<file path="config.mk">
export PLATFORM = sky130hd
export DESIGN_NAME = hazard_scheduler_flat
export DESIGN_NICKNAME = d
export VERILOG_FILES = /design/src/rtl/hazard_scheduler_if.sv /design/src/rtl/hazard_scheduler.sv /design/src/flat_wrapper.sv
export SDC_FILE = /design/constraint.sdc
export NUM_CORES = 1
export LEC_CHECK = 0
export BUFFER_PORTS_ARGS = -buffer_cell sky130_fd_sc_hd__buf_2
export CAP_MARGIN = 30
export CORE_MARGIN = 1.5
export CORE_UTILIZATION = 41
export DETAILED_ROUTE_END_ITERATION = 6
export PLACE_DENSITY_LB_ADDON = 0.12
export REMOVE_ABC_BUFFERS = 1
export SYNTH_ARGS = -nofsm -noshare
export SYNTH_HDL_FRONTEND = slang
export SYNTH_SLANG_ARGS = --single-unit
export TNS_END_PERCENT = 1
</file>
<file path="constraint.sdc">
create_clock -name clock_i -period 4.4 [get_ports clock_i]
set_input_delay 0.44 -clock clock_i [delete_from_list [all_inputs] [get_ports clock_i]]
set_output_delay 0.44 -clock clock_i [all_outputs]
set_load 0.05 [all_outputs]
</file>
<file path="src/rtl/hazard_scheduler_if.sv">
// Decode/execute/writeback signal bundle between the core pipeline and the hazard scheduler.
// Latency: none, wires only. Backpressure: the scheduler returns du_stall_o/xu_bubble_o on this bundle.
// Ports: decode operands (du_*), writeback (wb_*), retire/redirect (xu_*), and status outputs.
interface hazard_scheduler_if #(
  parameter int STALL_CNT_W = 16
);
  logic                   du_valid_i;
  logic [4:0]             du_rs0_i;
  logic [4:0]             du_rs1_i;
  logic                   du_rs0_used_i;
  logic                   du_rs1_used_i;
  logic [4:0]             du_rdt_i;
  logic                   du_rd_wr_i;
  logic                   xu_branch_flush_i;
  logic                   wb_valid_i;
  logic [4:0]             wb_rdt_i;
  logic                   xu_retire_i;
  logic                   du_stall_o;
  logic                   xu_bubble_o;
  logic                   du_flush_o;
  logic [1:0]             state_o;
  logic [3:0]             inflight_o;
  logic [STALL_CNT_W-1:0] stall_cnt_o;

  // Pipeline side: drives decode/writeback/retire and observes the stall controls.
  modport master (
    output du_valid_i, du_rs0_i, du_rs1_i, du_rs0_used_i, du_rs1_used_i,
           du_rdt_i, du_rd_wr_i, xu_branch_flush_i, wb_valid_i, wb_rdt_i, xu_retire_i,
    input  du_stall_o, xu_bubble_o, du_flush_o, state_o, inflight_o, stall_cnt_o
  );

  // Scheduler side.
  modport slave (
    input  du_valid_i, du_rs0_i, du_rs1_i, du_rs0_used_i, du_rs1_used_i,
           du_rdt_i, du_rd_wr_i, xu_branch_flush_i, wb_valid_i, wb_rdt_i, xu_retire_i,
    output du_stall_o, xu_bubble_o, du_flush_o, state_o, inflight_o, stall_cnt_o
  );
endinterface

</file>
<file path="src/rtl/hazard_scheduler.sv">
// Decode->execute hazard scheduler: register scoreboard, in-flight count, flush window, stall counter.
// Latency: du_stall_o/xu_bubble_o are combinational (zero cycles); scoreboard/FSM update on the next edge.
// Backpressure: freezes decode and bubbles execute on RAW/WAW/capacity hazards; never stalls during a flush.
// Ports: clock_i, nreset_i (async active-low), bus (hazard_scheduler_if.slave) carrying all pipeline signals.
module hazard_scheduler #(
  parameter int MAX_INFLIGHT = 4,
  parameter int FLUSH_CYCLES = 2,
  parameter int STALL_CNT_W  = 16
) (
  input  logic                    clock_i,
  input  logic                    nreset_i,
  hazard_scheduler_if.slave       bus
);

  typedef enum logic [1:0] {
    RUN   = 2'd0,
    STALL = 2'd1,
    FLUSH = 2'd2
  } state_t;

  localparam logic [3:0] MAX_LIM    = 4'(MAX_INFLIGHT);
  localparam logic [2:0] FLUSH_LOAD = 3'(FLUSH_CYCLES);

  logic [31:0]            pend_q;
  logic [31:0]            pend_d;
  logic [3:0]             inflight_q;
  logic [3:0]             inflight_d;
  state_t                 state_q;
  logic [2:0]             flush_cnt_q;
  logic                   flush_q;
  logic [STALL_CNT_W-1:0] stall_cnt_q;

  logic rs0_haz;
  logic rs1_haz;
  logic waw_haz;
  logic cap_haz;
  logic hazard;
  logic in_flush;
  logic du_stall;
  logic xu_bubble;
  logic issue;

  // A writeback landing this cycle bypasses the pending bit, so it does not count as a hazard.
  assign rs0_haz = bus.du_rs0_used_i && (bus.du_rs0_i != 5'd0) && pend_q[bus.du_rs0_i]
                   && !(bus.wb_valid_i && (bus.wb_rdt_i == bus.du_rs0_i));
  assign rs1_haz = bus.du_rs1_used_i && (bus.du_rs1_i != 5'd0) && pend_q[bus.du_rs1_i]
                   && !(bus.wb_valid_i && (bus.wb_rdt_i == bus.du_rs1_i));
  assign waw_haz = bus.du_rd_wr_i && (bus.du_rdt_i != 5'd0) && pend_q[bus.du_rdt_i]
                   && !(bus.wb_valid_i && (bus.wb_rdt_i == bus.du_rdt_i));
  // A retire in the same cycle frees the slot the new instruction needs.
  assign cap_haz = (inflight_q == MAX_LIM) && !bus.xu_retire_i;
  assign hazard  = bus.du_valid_i && (rs0_haz || rs1_haz || waw_haz || cap_haz);

  assign in_flush  = (state_q == FLUSH);
  assign du_stall  = hazard && !in_flush && !bus.xu_branch_flush_i;
  assign xu_bubble = du_stall || !bus.du_valid_i || in_flush || bus.xu_branch_flush_i;
  assign issue     = bus.du_valid_i && !xu_bubble;

  // Clear first, then set, so an issue to the register being written back leaves it pending.
  always_comb begin
    pend_d = pend_q;
    if (bus.wb_valid_i) begin
      pend_d[bus.wb_rdt_i] = 1'b0;
    end
    if (issue && bus.du_rd_wr_i) begin
      pend_d[bus.du_rdt_i] = 1'b1;
    end
    pend_d[0] = 1'b0;
  end

  // Issue and retire together cancel; a retire with nothing outstanding is dropped.
  always_comb begin
    inflight_d = inflight_q;
    if (issue && !bus.xu_retire_i) begin
      inflight_d = inflight_q + 4'd1;
    end else if (!issue && bus.xu_retire_i && (inflight_q != 4'd0)) begin
      inflight_d = inflight_q - 4'd1;
    end
  end

  always_ff @(posedge clock_i or negedge nreset_i) begin
    if (!nreset_i) begin
      pend_q      <= '0;
      inflight_q  <= '0;
      stall_cnt_q <= '0;
    end else begin
      pend_q     <= pend_d;
      inflight_q <= inflight_d;
      if (du_stall && (stall_cnt_q != '1)) begin
        stall_cnt_q <= stall_cnt_q + STALL_CNT_W'(1);
      end
    end
  end

  // Control FSM. A redirect wins from any state and (re)loads the window length.
  always_ff @(posedge clock_i or negedge nreset_i) begin
    if (!nreset_i) begin
      state_q     <= RUN;
      flush_cnt_q <= '0;
      flush_q     <= 1'b0;
    end else if (bus.xu_branch_flush_i) begin
      state_q     <= FLUSH;
      flush_cnt_q <= FLUSH_LOAD;
      flush_q     <= 1'b1;
    end else begin
      case (state_q)
        FLUSH: begin
          if (flush_cnt_q <= 3'd1) begin
            state_q     <= RUN;
            flush_cnt_q <= '0;
            flush_q     <= 1'b0;
          end else begin
            flush_cnt_q <= flush_cnt_q - 3'd1;
          end
        end
        RUN: begin
          if (du_stall) begin
            state_q <= STALL;
          end
        end
        STALL: begin
          if (!du_stall) begin
            state_q <= RUN;
          end
        end
        default: begin
          state_q <= RUN;
        end
      endcase
    end
  end

  assign bus.du_stall_o  = du_stall;
  assign bus.xu_bubble_o = xu_bubble;
  assign bus.du_flush_o  = flush_q;
  assign bus.state_o     = state_q;
  assign bus.inflight_o  = inflight_q;
  assign bus.stall_cnt_o = stall_cnt_q;

  // A retire with no outstanding instruction indicates a pipeline bookkeeping bug upstream.
  retire_at_zero_a : assert property (@(posedge clock_i) disable iff (!nreset_i)
    !(bus.xu_retire_i && (inflight_q == 4'd0)));

endmodule

</file>
<file path="src/flat_wrapper.sv">
// flat-port wrapper written by rule: the top's interface ports become plain ports
module hazard_scheduler_flat 
#(
  parameter int MAX_INFLIGHT = 4,
  parameter int FLUSH_CYCLES = 2,
  parameter int STALL_CNT_W  = 16
)
  (clock_i, nreset_i, bus_du_valid_i, bus_du_rs0_i, bus_du_rs1_i, bus_du_rs0_used_i, bus_du_rs1_used_i, bus_du_rdt_i, bus_du_rd_wr_i, bus_xu_branch_flush_i, bus_wb_valid_i, bus_wb_rdt_i, bus_xu_retire_i, bus_du_stall_o, bus_xu_bubble_o, bus_du_flush_o, bus_state_o, bus_inflight_o, bus_stall_cnt_o);
  hazard_scheduler_if #(.STALL_CNT_W(STALL_CNT_W)) bus_i ();
  input  logic clock_i;
  input  logic nreset_i;
  input wire logic [$bits(bus_i.du_valid_i)-1:0] bus_du_valid_i;
  input wire logic [$bits(bus_i.du_rs0_i)-1:0] bus_du_rs0_i;
  input wire logic [$bits(bus_i.du_rs1_i)-1:0] bus_du_rs1_i;
  input wire logic [$bits(bus_i.du_rs0_used_i)-1:0] bus_du_rs0_used_i;
  input wire logic [$bits(bus_i.du_rs1_used_i)-1:0] bus_du_rs1_used_i;
  input wire logic [$bits(bus_i.du_rdt_i)-1:0] bus_du_rdt_i;
  input wire logic [$bits(bus_i.du_rd_wr_i)-1:0] bus_du_rd_wr_i;
  input wire logic [$bits(bus_i.xu_branch_flush_i)-1:0] bus_xu_branch_flush_i;
  input wire logic [$bits(bus_i.wb_valid_i)-1:0] bus_wb_valid_i;
  input wire logic [$bits(bus_i.wb_rdt_i)-1:0] bus_wb_rdt_i;
  input wire logic [$bits(bus_i.xu_retire_i)-1:0] bus_xu_retire_i;
  output wire logic [$bits(bus_i.du_stall_o)-1:0] bus_du_stall_o;
  output wire logic [$bits(bus_i.xu_bubble_o)-1:0] bus_xu_bubble_o;
  output wire logic [$bits(bus_i.du_flush_o)-1:0] bus_du_flush_o;
  output wire logic [$bits(bus_i.state_o)-1:0] bus_state_o;
  output wire logic [$bits(bus_i.inflight_o)-1:0] bus_inflight_o;
  output wire logic [$bits(bus_i.stall_cnt_o)-1:0] bus_stall_cnt_o;
  assign bus_i.du_valid_i = bus_du_valid_i;
  assign bus_i.du_rs0_i = bus_du_rs0_i;
  assign bus_i.du_rs1_i = bus_du_rs1_i;
  assign bus_i.du_rs0_used_i = bus_du_rs0_used_i;
  assign bus_i.du_rs1_used_i = bus_du_rs1_used_i;
  assign bus_i.du_rdt_i = bus_du_rdt_i;
  assign bus_i.du_rd_wr_i = bus_du_rd_wr_i;
  assign bus_i.xu_branch_flush_i = bus_xu_branch_flush_i;
  assign bus_i.wb_valid_i = bus_wb_valid_i;
  assign bus_i.wb_rdt_i = bus_wb_rdt_i;
  assign bus_i.xu_retire_i = bus_xu_retire_i;
  assign bus_du_stall_o = bus_i.du_stall_o;
  assign bus_xu_bubble_o = bus_i.xu_bubble_o;
  assign bus_du_flush_o = bus_i.du_flush_o;
  assign bus_state_o = bus_i.state_o;
  assign bus_inflight_o = bus_i.inflight_o;
  assign bus_stall_cnt_o = bus_i.stall_cnt_o;
  hazard_scheduler #(.MAX_INFLIGHT(MAX_INFLIGHT), .FLUSH_CYCLES(FLUSH_CYCLES), .STALL_CNT_W(STALL_CNT_W)) u_core (.clock_i(clock_i), .nreset_i(nreset_i), .bus(bus_i));
endmodule
</file>
==> results of run 1 <==
registers in the layout, summed over array words and instances, names as in the netlist:
register                flops
u_core.pend_q              31
u_core.bus.stall_cnt_o     16
u_core.bus.inflight_o       4
u_core.flush_cnt_q          3
u_core.bus.state_o          2
u_core.bus.du_flush_o       1
worst paths after layout:
kind | from | endpoint | slack [ns] | depth (start not counted)
min in group clock_i | bus_xu_branch_flush_i | u_core.flush_cnt_q[0]$_DFFE_PN0P_ | 0.33 | 2
setup / recovery | bus_du_rs0_i[2] | u_core.bus.inflight_o[3]$_DFFE_PN0P_ | 0.75 | 14
hold reg to reg | u_core.bus.state_o[1]$_DFFE_PN0P_ | u_core.bus.state_o[0]$_DFFE_PN0P_ | 0.44 | 1
setup reg to reg | u_core.pend_q[1]$_DFF_PN0_ | u_core.bus.inflight_o[3]$_DFFE_PN0P_ | 0.76 | 13
max in group asynchronous | nreset_i | u_core.pend_q[1]$_DFF_PN0_ | 3.67 | 2
hold / removal | nreset_i | u_core.bus.inflight_o[3]$_DFFE_PN0P_ | 0.22 | 2
power groups by stage:
stage	combinational, mW	clock, mW	sequential, mW
after global routing	0.627	0.479	0.690
after detailed placement	0.576	0	0.687
after floorplan	0.273	0	0.811
final	0.574	0.445	0.678
after CTS	0.578	0.454	0.678
after global placement	0.566	0	0.684
cell families (layout without fill, tap and decap cells):
logic type,count (synthesis),count (layout),synth area share [%]
simple gates,122,122,18.2
compound gates,97,97,14.8
mux,47,47,16.2
buf+inv,34,83,4.36
xor+xnor,31,31,7.12
fa+ha+maj,5,5,1.84
flops,57,57,37.4
per-stage QoR:
step                      setup WS [ns]  total power [mW]  cells  utilization (%)  area, um^2
after floorplan                   0.868              1.08    371                -        3690
after global placement            0.472              1.25    537             45.2        4110
after detailed placement          0.370              1.26    537             45.2        4110
after CTS                         0.733              1.71    553             47.0        4290
after global routing              0.444              1.80    553             47.0        4290
final                             0.750              1.70    553             47.0        4290
worst reg2reg max path, delay by kind of cell, from the launching register on:
family,cells,cell delay [ns]
compound gates,6,1.33
fa+ha+maj,1,0.29
buf+inv,1,0.14
flops,1,0.45
mux,1,0.46
simple gates,4,0.86
placed cells by master, fill, tap and decap left out, types with 3 or more instances in the layout:
cell type / n
inv_1: 11
or3_1: 5
xnor2_1: 5
nor2_1: 19
nor4_1: 8
clkbuf_8: 10
mux2_2: 7
clkinv_2: 3
nand2b_1: 7
nand3b_1: 10
o21ai_0: 67
mux4_2: 11
nand3_1: 15
o22ai_1: 5
mux2i_1: 29
a31oi_1: 3
a21oi_1: 5
nor3_1: 10
xor2_1: 26
or3b_2: 7
ha_1: 4
or2_2: 3
dfrtp_1: 57
and3_1: 5
buf_2: 53
nor2b_1: 5
nand2_1: 19
area by class of cell:
type,instances,area [um^2]
clock buffer,11,141
sequential,57,1430
tap,111,139
timing repair buffer,55,280
clock inverter,5,31.3
inverter,12,47.5
multi-input combinational,302,2220
fill,900,4820
per-layer routing:
layer	wire, um	part of all wire [%]	track usage [%]
met5	0	0	0
met1	5240	49	34.5
met4	118	1.1	6.28
met2	4750	44	33.1
met3	590	5.5	4.01
==> results.yml, run 1 <==
timing:
  min_period_ns: 3.65
  maxSlewHeadroom_pct: 51.5
  timing.setup.tns_ns: 0
  rsz0062_at_grt: "no"
  setup_viol: 0
  worst_slew_pin_slew_ns: 0.728
  whs_ns: 0.222
  finalCritPeriodShare_pct: 83.0
  fin_skew_ns: 0.00963
  slew_violations: 0
  final-hold-violation-count: 0
  max_clock_freq_mhz: 274
yosys:
  syn_area_um2: 3810
  syn_avg_cell_area_um2: 9.70
  synth_seq_cells: 57
  synth_cell_types: 50
  synth_edf_count: 0
  netlist.area_leader.share_pct: 37.4
  synth.top_cells.by_count: "o21ai_0, dfrtp_1, mux2i_1, xor2_1"
  async_flop_share_pct: 100
  ys_seq_area_share_pct: 37.4
  syn_inst: 393
  post-synth-top-area-cell: "dfrtp_1"
  yosysMostFrequentCell: "o21ai_0"
  synth_area_leaders: "dfrtp_1, o21ai_0, mux2i_1, mux4_2, xor2_1"
  synth_warnings: 0
  synthFlopType: "dfrtp_1"
detailed_routing:
  drtAntennaViolNets: 0
  dr.pass1.iters: 5
  vias_per_cell: 6.08
  drt_iter0_markers: 318
  avgRoutedWirePerCell_um: 19.3
  drcViolationCount: 0
  via_count: 3363
  routed_wl_mm: 10.7
cells_and_area:
  num_antenna_cells: 0
  drive_above_1_share_pct: 23.3
  area_growth_pct: 12.4
  finish.net_count: 471
floorplan:
  core_area_um2: 9110
  rows: 35
  io_pins: 54
  start_util_pct: 41.9
  die_h_um: 99.4
  design.die.area_um2: 9890
  die_w_um: 99.4
power_and_ir_drop:
  leakagePower_nw: 1.92
  seqPwrFrac_pct: 39.9
  p_comb_share_pct: 33.8
  switchingPower_uw: 683
  max-vdd-ir-drop_mv: 0.188
  pwr_density_cell_nw_per_um2: 396
  switching_share_pct: 40.2
  intPower_mw: 1.01
  p_clk_share_pct: 26.2
cts:
  cts_tree: "done"
  cts-buffers-inserted: 9
  cts_setup_buffers: 0
  htree_num_levels: 3
  clk_latency_ns: 0.34
  clkSlewWorstSetupHoldPaths_ns: 0.07
  holdBufCountCts: 0
  clock_tree.buffer_depth: 2
  cts.sinks: 57
  post_cts_resized: 0
  root_buffer: "clkbuf_8"
run_status:
  status: "finished clean"
placement:
  hpwlAfterDp_mm: 7.42
  portBuffers: 53
  gp_congestion: 0.920
worst_setup_path:
  critPathSlowestCell: "a221o_2"
  cp.arrival_ns: 3.87
  crit_buf_inv: 2
  start_kind: "input port"
  crit_family: "compound AO/OA/AOI/OAI gates"
  crit_required_ns: 4.62
  crit_chain: "buf_2 -> mux2_2 -> a221o_1 -> a211oi_2 -> a31oi_1 -> a221o_2 -> nor3_1 -> inv_1 -> ha_1 -> a21o_1 -> a21oi_1 -> nor2_1 -> a22o_1 -> or3_1"
  cp-end-kind: "flip-flop"
  criticalPathCategory: "input port to flip-flop"
  crit_path_max_incr_delay_ns: 0.47
  cp_max_fo: 13
global_route:
  grt_pass1_vias: 3110
  grt_pass1_wl_mm: 17.2
  grt_overflow_total: 0
  grt_max_degree: 58
  grt_antenna_before_repair: 0
  grtUsageTotal_pct: 22.6
job:
  drv_cap: 0
min_path:
  holdCritPathClass: "input port to asynchronous set/reset pin"
Note: power is estimated with default switching activity, not from simulation.
==> run 2, diff against run 1 <==
- ABC_AREA: unset -> 1
- clock period: 4.4 -> 3.2 ns (I/O delays scaled with it)
==> run 2 against run 1 <==
Compared with the run above:
- synthesized area is 12% higher
- via count is 40% higher
- global-route usage is 3.8 points higher
- core utilization is 1.0 points higher
- clock power is 63% higher
- critical path type is now flip-flop to flip-flop
- final cell count is 57% higher
==> results.yml, run 2 <==
detailed_routing:
  drtAntennaViolNets: 0
  vias_per_cell: 5.40
  via_count: 4696
  routed_wl_mm: 14.0
  avgRoutedWirePerCell_um: 16.1
  dr.pass1.iters: 5
  drcViolationCount: 0
  drt_iter0_markers: 308
yosys:
  syn_area_um2: 4270
  ys_seq_area_share_pct: 33.4
  post-synth-top-area-cell: "dfrtp_1"
  yosysMostFrequentCell: "nand2_1"
  syn_avg_cell_area_um2: 6.32
  netlist.area_leader.share_pct: 33.4
  synthFlopType: "dfrtp_1"
  synth_edf_count: 0
  async_flop_share_pct: 100
  synth_warnings: 0
  synth_seq_cells: 57
  synth_area_leaders: "dfrtp_1, nand2_1, nand3_1, o21ai_0, inv_1"
  syn_inst: 676
  synth.top_cells.by_count: "nand2_1, nand3_1, o21ai_0, inv_1, dfrtp_1"
  synth_cell_types: 33
placement:
  hpwlAfterDp_mm: 10.2
  gp_congestion: 0.923
  portBuffers: 53
cts:
  root_buffer: "clkbuf_8"
  cts_setup_buffers: 0
  cts_tree: "done"
  clk_latency_ns: 0.34
  htree_num_levels: 3
  cts-buffers-inserted: 9
  clkSlewWorstSetupHoldPaths_ns: 0.07
  cts.sinks: 57
  clock_tree.buffer_depth: 2
power_and_ir_drop:
  leakagePower_nw: 2.46
  max-vdd-ir-drop_mv: 0.302
  pwr_density_cell_nw_per_um2: 496
  total_power_mw: 2.44
floorplan:
  design.die.area_um2: 11000
  start_util_pct: 41.8
  rows: 37
  die_w_um: 105
  io_pins: 54
  core_area_um2: 10200
  die_h_um: 105
worst_setup_path:
  crit_family: "simple AND/OR/NAND/NOR gates"
  crit_chain: "nand2_1 -> nand2_1 -> nand2_1 -> nand2_1 -> nand2_1 -> nand2_1 -> nor2_1 -> nand2_1 -> nand2_1 -> nand2_1 -> nor2_2 -> nand4_1 -> ha_1 -> nand2_1 -> nand2_1 -> a31oi_1 -> inv_1 -> nand2_1 -> nand2_1 -> nand2_1 -> nand2_1"
  rrSetupSlack_ns: 0.53
  cp.arrival_ns: 2.91
  critPathSlowestCell: "dfrtp_1"
  crit_path_max_incr_delay_ns: 0.46
  critPathMostFrequentCell: "nand2_1"
  cp-end-kind: "flip-flop"
  crit_required_ns: 3.44
  start_kind: "flip-flop"
  criticalPathCategory: "flip-flop to flip-flop"
  crit_buf_inv: 1
  cp_max_fo: 5
cells_and_area:
  top_register: "u_core.pend_q"
  num_antenna_cells: 0
  regArea_um2: 1430
  multi_input_area_um2: 2410
  finish.net_count: 763
  layout_common_cells: "nand2_1, nand3_1, o21ai_0, inv_1, dfrtp_1"
  drive_above_1_share_pct: 13.0
  fin_util_pct: 48.1
  area_growth_pct: 15.1
  largest_register_ff_count: 31
  layout_commonest_cell: "nand2_1"
  fillers: 1101
timing:
  finalCritPeriodShare_pct: 83.5
  whs_ns: 0.169
  maxSlewHeadroom_pct: 59.9
  timing.setup.tns_ns: 0
  min_period_ns: 2.67
  slew_violations: 0
  setup_viol: 0
  fin_skew_ns: 0.00873
  rsz0062_at_grt: "no"
  final-hold-violation-count: 0
  max_clock_freq_mhz: 374
  worst_slew_pin_slew_ns: 0.602
global_route:
  grt_antenna_before_repair: 0
  grt_max_degree: 34
  grt_pass1_wl_mm: 22.9
  grt_pass1_vias: 4400
  grt_overflow_total: 0
  grtUsageTotal_pct: 26.4
run_status:
  status: "finished clean"
job:
  drv_cap: 0
min_path:
  holdCritPathClass: "input port to flip-flop"
==> run 2: final cells by class <==
cell class | count | area share [%]
well taps | 136 | 3.46
clock buffers | 13 | 3.64
clock inverters | 2 | 0.712
repair buffers | 68 | 8.14
inverters | 77 | 5.93
flip-flops and latches | 57 | 29.0
multi-input cells | 516 | 49.1
==> run 2: per-layer routing <==
| metal | GRT usage (%) | wire length (um) |
|---|---|---|
| met5 | 0 | 0 |
| met1 | 36.1 | 6270 |
| met2 | 40.2 | 6230 |
| met4 | 13.9 | 558 |
| met3 | 3.87 | 944 |
==> run 2: power breakdown <==
part	internal [mW]	leakage [nW]	switching, mW
Combinational	0.236	1.57	0.570
Sequential	0.809	0.772	0.0972
Clock	0.439	0.112	0.288
Total	1.48	2.46	0.955
==> run 2: timing repair <==
item,CTS,global route
setup endpoints to repair,0,0
hold buffers,1,0
endpoints found under the hold margin,11,0
gates resized for setup,0,0
==> run 2: cells by family after synthesis <==
kind of cell	share of synthesized area (%)
AND/OR/NAND/NOR	39.8
buffers and inverters	10.1
AO/OA/AOI/OAI	12.0
flip-flops	33.4
XOR/XNOR	3.08
adder cells (fa/ha/maj)	1.64
==> run 2: path summary, 6_finish.rpt <==
| check | end | startpoint | depth (start not counted) |
|---|---|---|---|
| setup / recovery | u_core.bus.inflight_o[3]$_DFFE_PN0P_ | u_core.pend_q[8]$_DFF_PN0_ | 21 |
| min in group asynchronous | u_core.pend_q[15]$_DFF_PN0_ | nreset_i | 2 |
| setup reg to reg | u_core.bus.inflight_o[3]$_DFFE_PN0P_ | u_core.pend_q[8]$_DFF_PN0_ | 21 |
| hold reg to reg | u_core.bus.state_o[0]$_DFFE_PN0P_ | u_core.bus.state_o[1]$_DFFE_PN0P_ | 1 |
| hold / removal | u_core.bus.state_o[0]$_DFFE_PN0P_ | bus_xu_branch_flush_i | 2 |
| max in group asynchronous | u_core.bus.state_o[0]$_DFFE_PN0P_ | nreset_i | 4 |
==> run 2: stage by stage <==
stage | cell area (um^2) | cells | setup WS, ns
global route | 4920 | 869 | 0.250
CTS | 4920 | 869 | 0.585
detailed placement | 4690 | 853 | 0.252
finish | 4920 | 869 | 0.527
floorplan | 4130 | 650 | 0.676
global placement | 4670 | 852 | 0.278
==> run 2: worst register-to-register path, stage by stage (launching register included) <==
cell and delay (ns):
dfrtp_1 0.46, nand2_1 0.10, nand2_1 0.05, nand2_1 0.05, nand2_1 0.07, nand2_1 0.09, nand2_1 0.07, nor2_1 0.12
nand2_1 0.10, nand2_1 0.07, nand2_1 0.05, nor2_2 0.11, nand4_1 0.22, ha_1 0.41, nand2_1 0.08, nand2_1 0.05
a31oi_1 0.19, inv_1 0.06, nand2_1 0.08, nand2_1 0.06, nand2_1 0.05, nand2_1 0.04
==> run 3, diff against run 2 <==
- ABC_AREA: 1 -> 0
- clock period: 3.2 -> 2.8 ns (I/O delays scaled with it)
==> run 3 against run 2 <==
Compared with the run above:
- the run now ends with negative setup slack left
- combinational power up 49%
- final area up 6.2%
- total power is 24% higher
- clock-buffer cell count decreased by 1
- final cell count shrank 25%
- clock power up 12%
- critical path depth shrank 8
- critical path type unchanged
==> results.yml, run 3 (same netlist as run 1, synthesis figures left out) <==
cts:
  cts.sinks: 57
  htree_num_levels: 3
  root_buffer: "clkbuf_8"
  cts-buffers-inserted: 9
  cts_tree: "done"
  clock_tree.buffer_depth: 2
  clk_latency_ns: 0.34
  clkSlewWorstSetupHoldPaths_ns: 0.07
floorplan:
  design.die.area_um2: 9890
  core_area_um2: 9110
  rows: 35
  start_util_pct: 41.9
  die_w_um: 99.4
  io_pins: 54
  die_h_um: 99.4
global_route:
  grt_use_met1_pct: 36.9
  grt_pass1_wl_mm: 18.9
  grt_antenna_before_repair: 0
  use_met2_pct: 37.7
  grt_overflow_total: 0
  grt_max_degree: 51
  grt_pass1_vias: 3612
  grtUsageTotal_pct: 24.8
  grt.busiest_layer: "met2"
  grt.met3_usage_pct: 3.65
cells_and_area:
  fillers: 840
  drive_above_1_share_pct: 40.5
  largest_register_ff_count: 31
  layout_commonest_cell: "buf_4"
  layout_common_cells: "buf_4, o21ai_0, dfrtp_1, buf_2, mux2i_1"
  regArea_um2: 1430
  final_cell_area_um2: 5220
  finish.net_count: 567
  multi_input_area_um2: 2370
  num_antenna_cells: 0
  area_growth_pct: 37.0
  fin_util_pct: 57.3
  top_register: "u_core.pend_q"
worst_setup_path:
  crit_chain: "mux4_2 -> nand2b_4 -> a211oi_2 -> a31oi_1 -> a221o_2 -> nor3_4 -> inv_2 -> buf_4 -> ha_4 -> a21oi_2 -> nor4bb_1 -> a22o_1 -> or3_1"
  crit_family: "compound AO/OA/AOI/OAI gates"
  crit_path_max_incr_delay_ns: 0.48
  cp.arrival_ns: 3.49
  crit_required_ns: 3.02
  cp_max_fo: 3
  critPathSlowestCell: "mux4_2"
  start_kind: "flip-flop"
  crit_buf_inv: 2
  criticalPathCategory: "flip-flop to flip-flop"
  cp-end-kind: "flip-flop"
min_path:
  holdCritPathClass: "input port to flip-flop"
run_status:
  violations: "negative setup slack"
  status: "finished, violations left"
detailed_routing:
  avgRoutedWirePerCell_um: 18.2
  routed_wl_mm: 11.8
  drcViolationCount: 0
  drt_iter0_markers: 422
  drtAntennaViolNets: 0
  via_count: 3695
  dr.pass1.iters: 5
  vias_per_cell: 5.69
timing:
  maxSlewHeadroom_pct: 56.2
  max_clock_freq_mhz: 306
  min_period_ns: 3.27
  rsz0062_at_grt: "yes"
  final-hold-violation-count: 0
  setup_viol: 6
  worst_slew_pin_slew_ns: 0.657
  whs_ns: 0.235
  finalCritPeriodShare_pct: 117
  setup_slack_ns: -0.468
  timing.setup.tns_ns: -1.41
  fin_skew_ns: 0.00998
  slew_violations: 0
power_and_ir_drop:
  pwr_density_cell_nw_per_um2: 581
  leakagePower_nw: 2.42
  max-vdd-ir-drop_mv: 0.360
  total_power_mw: 3.04
placement:
  placed_cell_area_um2: 4840
  hpwlAfterDp_mm: 8.95
  gp_congestion: 0.895
  portBuffers: 53
job:
  drv_cap: 0
## run 3: cell count changes in the layout (fill, tap and decap cells not counted), moves of 7 or more
cell / change
mux2_2: +7
inv_1: -60
or3b_2: +7
nand2_1: -206
nor2_1: -22
nor3_1: -10
mux4_2: +11
xor2_1: +16
o21ai_0: -9
mux2i_1: +29
nand3_1: -91
buf_4: +83
nand3b_1: +10
## run 3: final timing paths
path	startpoint	to	slack (ns)	cells past startpoint
worst max-delay path	u_core.pend_q[1]$_DFF_PN0_	u_core.bus.inflight_o[3]$_DFFE_PN0P_	-0.47	13
worst max register to register	u_core.pend_q[1]$_DFF_PN0_	u_core.bus.inflight_o[3]$_DFFE_PN0P_	-0.47	13
worst min register to register	u_core.bus.state_o[1]$_DFFE_PN0P_	u_core.bus.state_o[0]$_DFFE_PN0P_	0.45	1
max in group asynchronous	nreset_i	u_core.pend_q[8]$_DFF_PN0_	1.54	3
worst min-delay path	bus_xu_branch_flush_i	u_core.flush_cnt_q[0]$_DFFE_PN0P_	0.24	3
min in group asynchronous	nreset_i	u_core.bus.inflight_o[0]$_DFFE_PN0P_	0.33	2
## run 3: layout make-up
class / count / share of cell area (%)
Timing Repair Buffer: 151 / 19.9
Multi-Input combinational cell: 302 / 45.3
Inverter: 12 / 0.910
Tap cell: 111 / 2.66
Sequential cell: 57 / 27.3
Clock buffer: 12 / 2.97
Clock inverter: 4 / 0.982
## run 3: per-layer routing
| metal | vias up | share of wire [%] |
|---|---|---|
| met4 | 0 | 1.1 |
| met5 | - | 0 |
| li1 | 1731 | - |
| met3 | 14 | 6.6 |
| met2 | 159 | 46 |
| met1 | 1791 | 46 |
## run 3: power by group
part           leakage (nW)  internal [mW]  switching (mW)  total [mW]
Sequential            0.756          0.930          0.0906        1.02
Combinational          1.57          0.500           0.700        1.20
Clock                 0.103          0.460           0.355       0.815
Total                  2.42           1.89            1.15        3.04
## run 3: repair_timing
action	CTS	global route
pin swaps	4	12
setup buffers	0	2
endpoints found under the hold margin	7	0
endpoints found under the setup margin	13	27
gates resized for setup	12	20
hold buffers	1	0
## run 3: tightest hold or removal path, stage by stage
cell    delay [ns]
buf_2         0.09
buf_4         0.13
nor2_1        0.05
## run 3: through the flow
| stage | setup WS [ns] | cells |
|---|---|---|
| after CTS | -0.461 | 647 |
| after global routing | -0.570 | 649 |
| after detailed placement | -0.785 | 630 |
| after floorplan | -0.732 | 371 |
| after global placement | -0.689 | 630 |
| final | -0.468 | 649 |
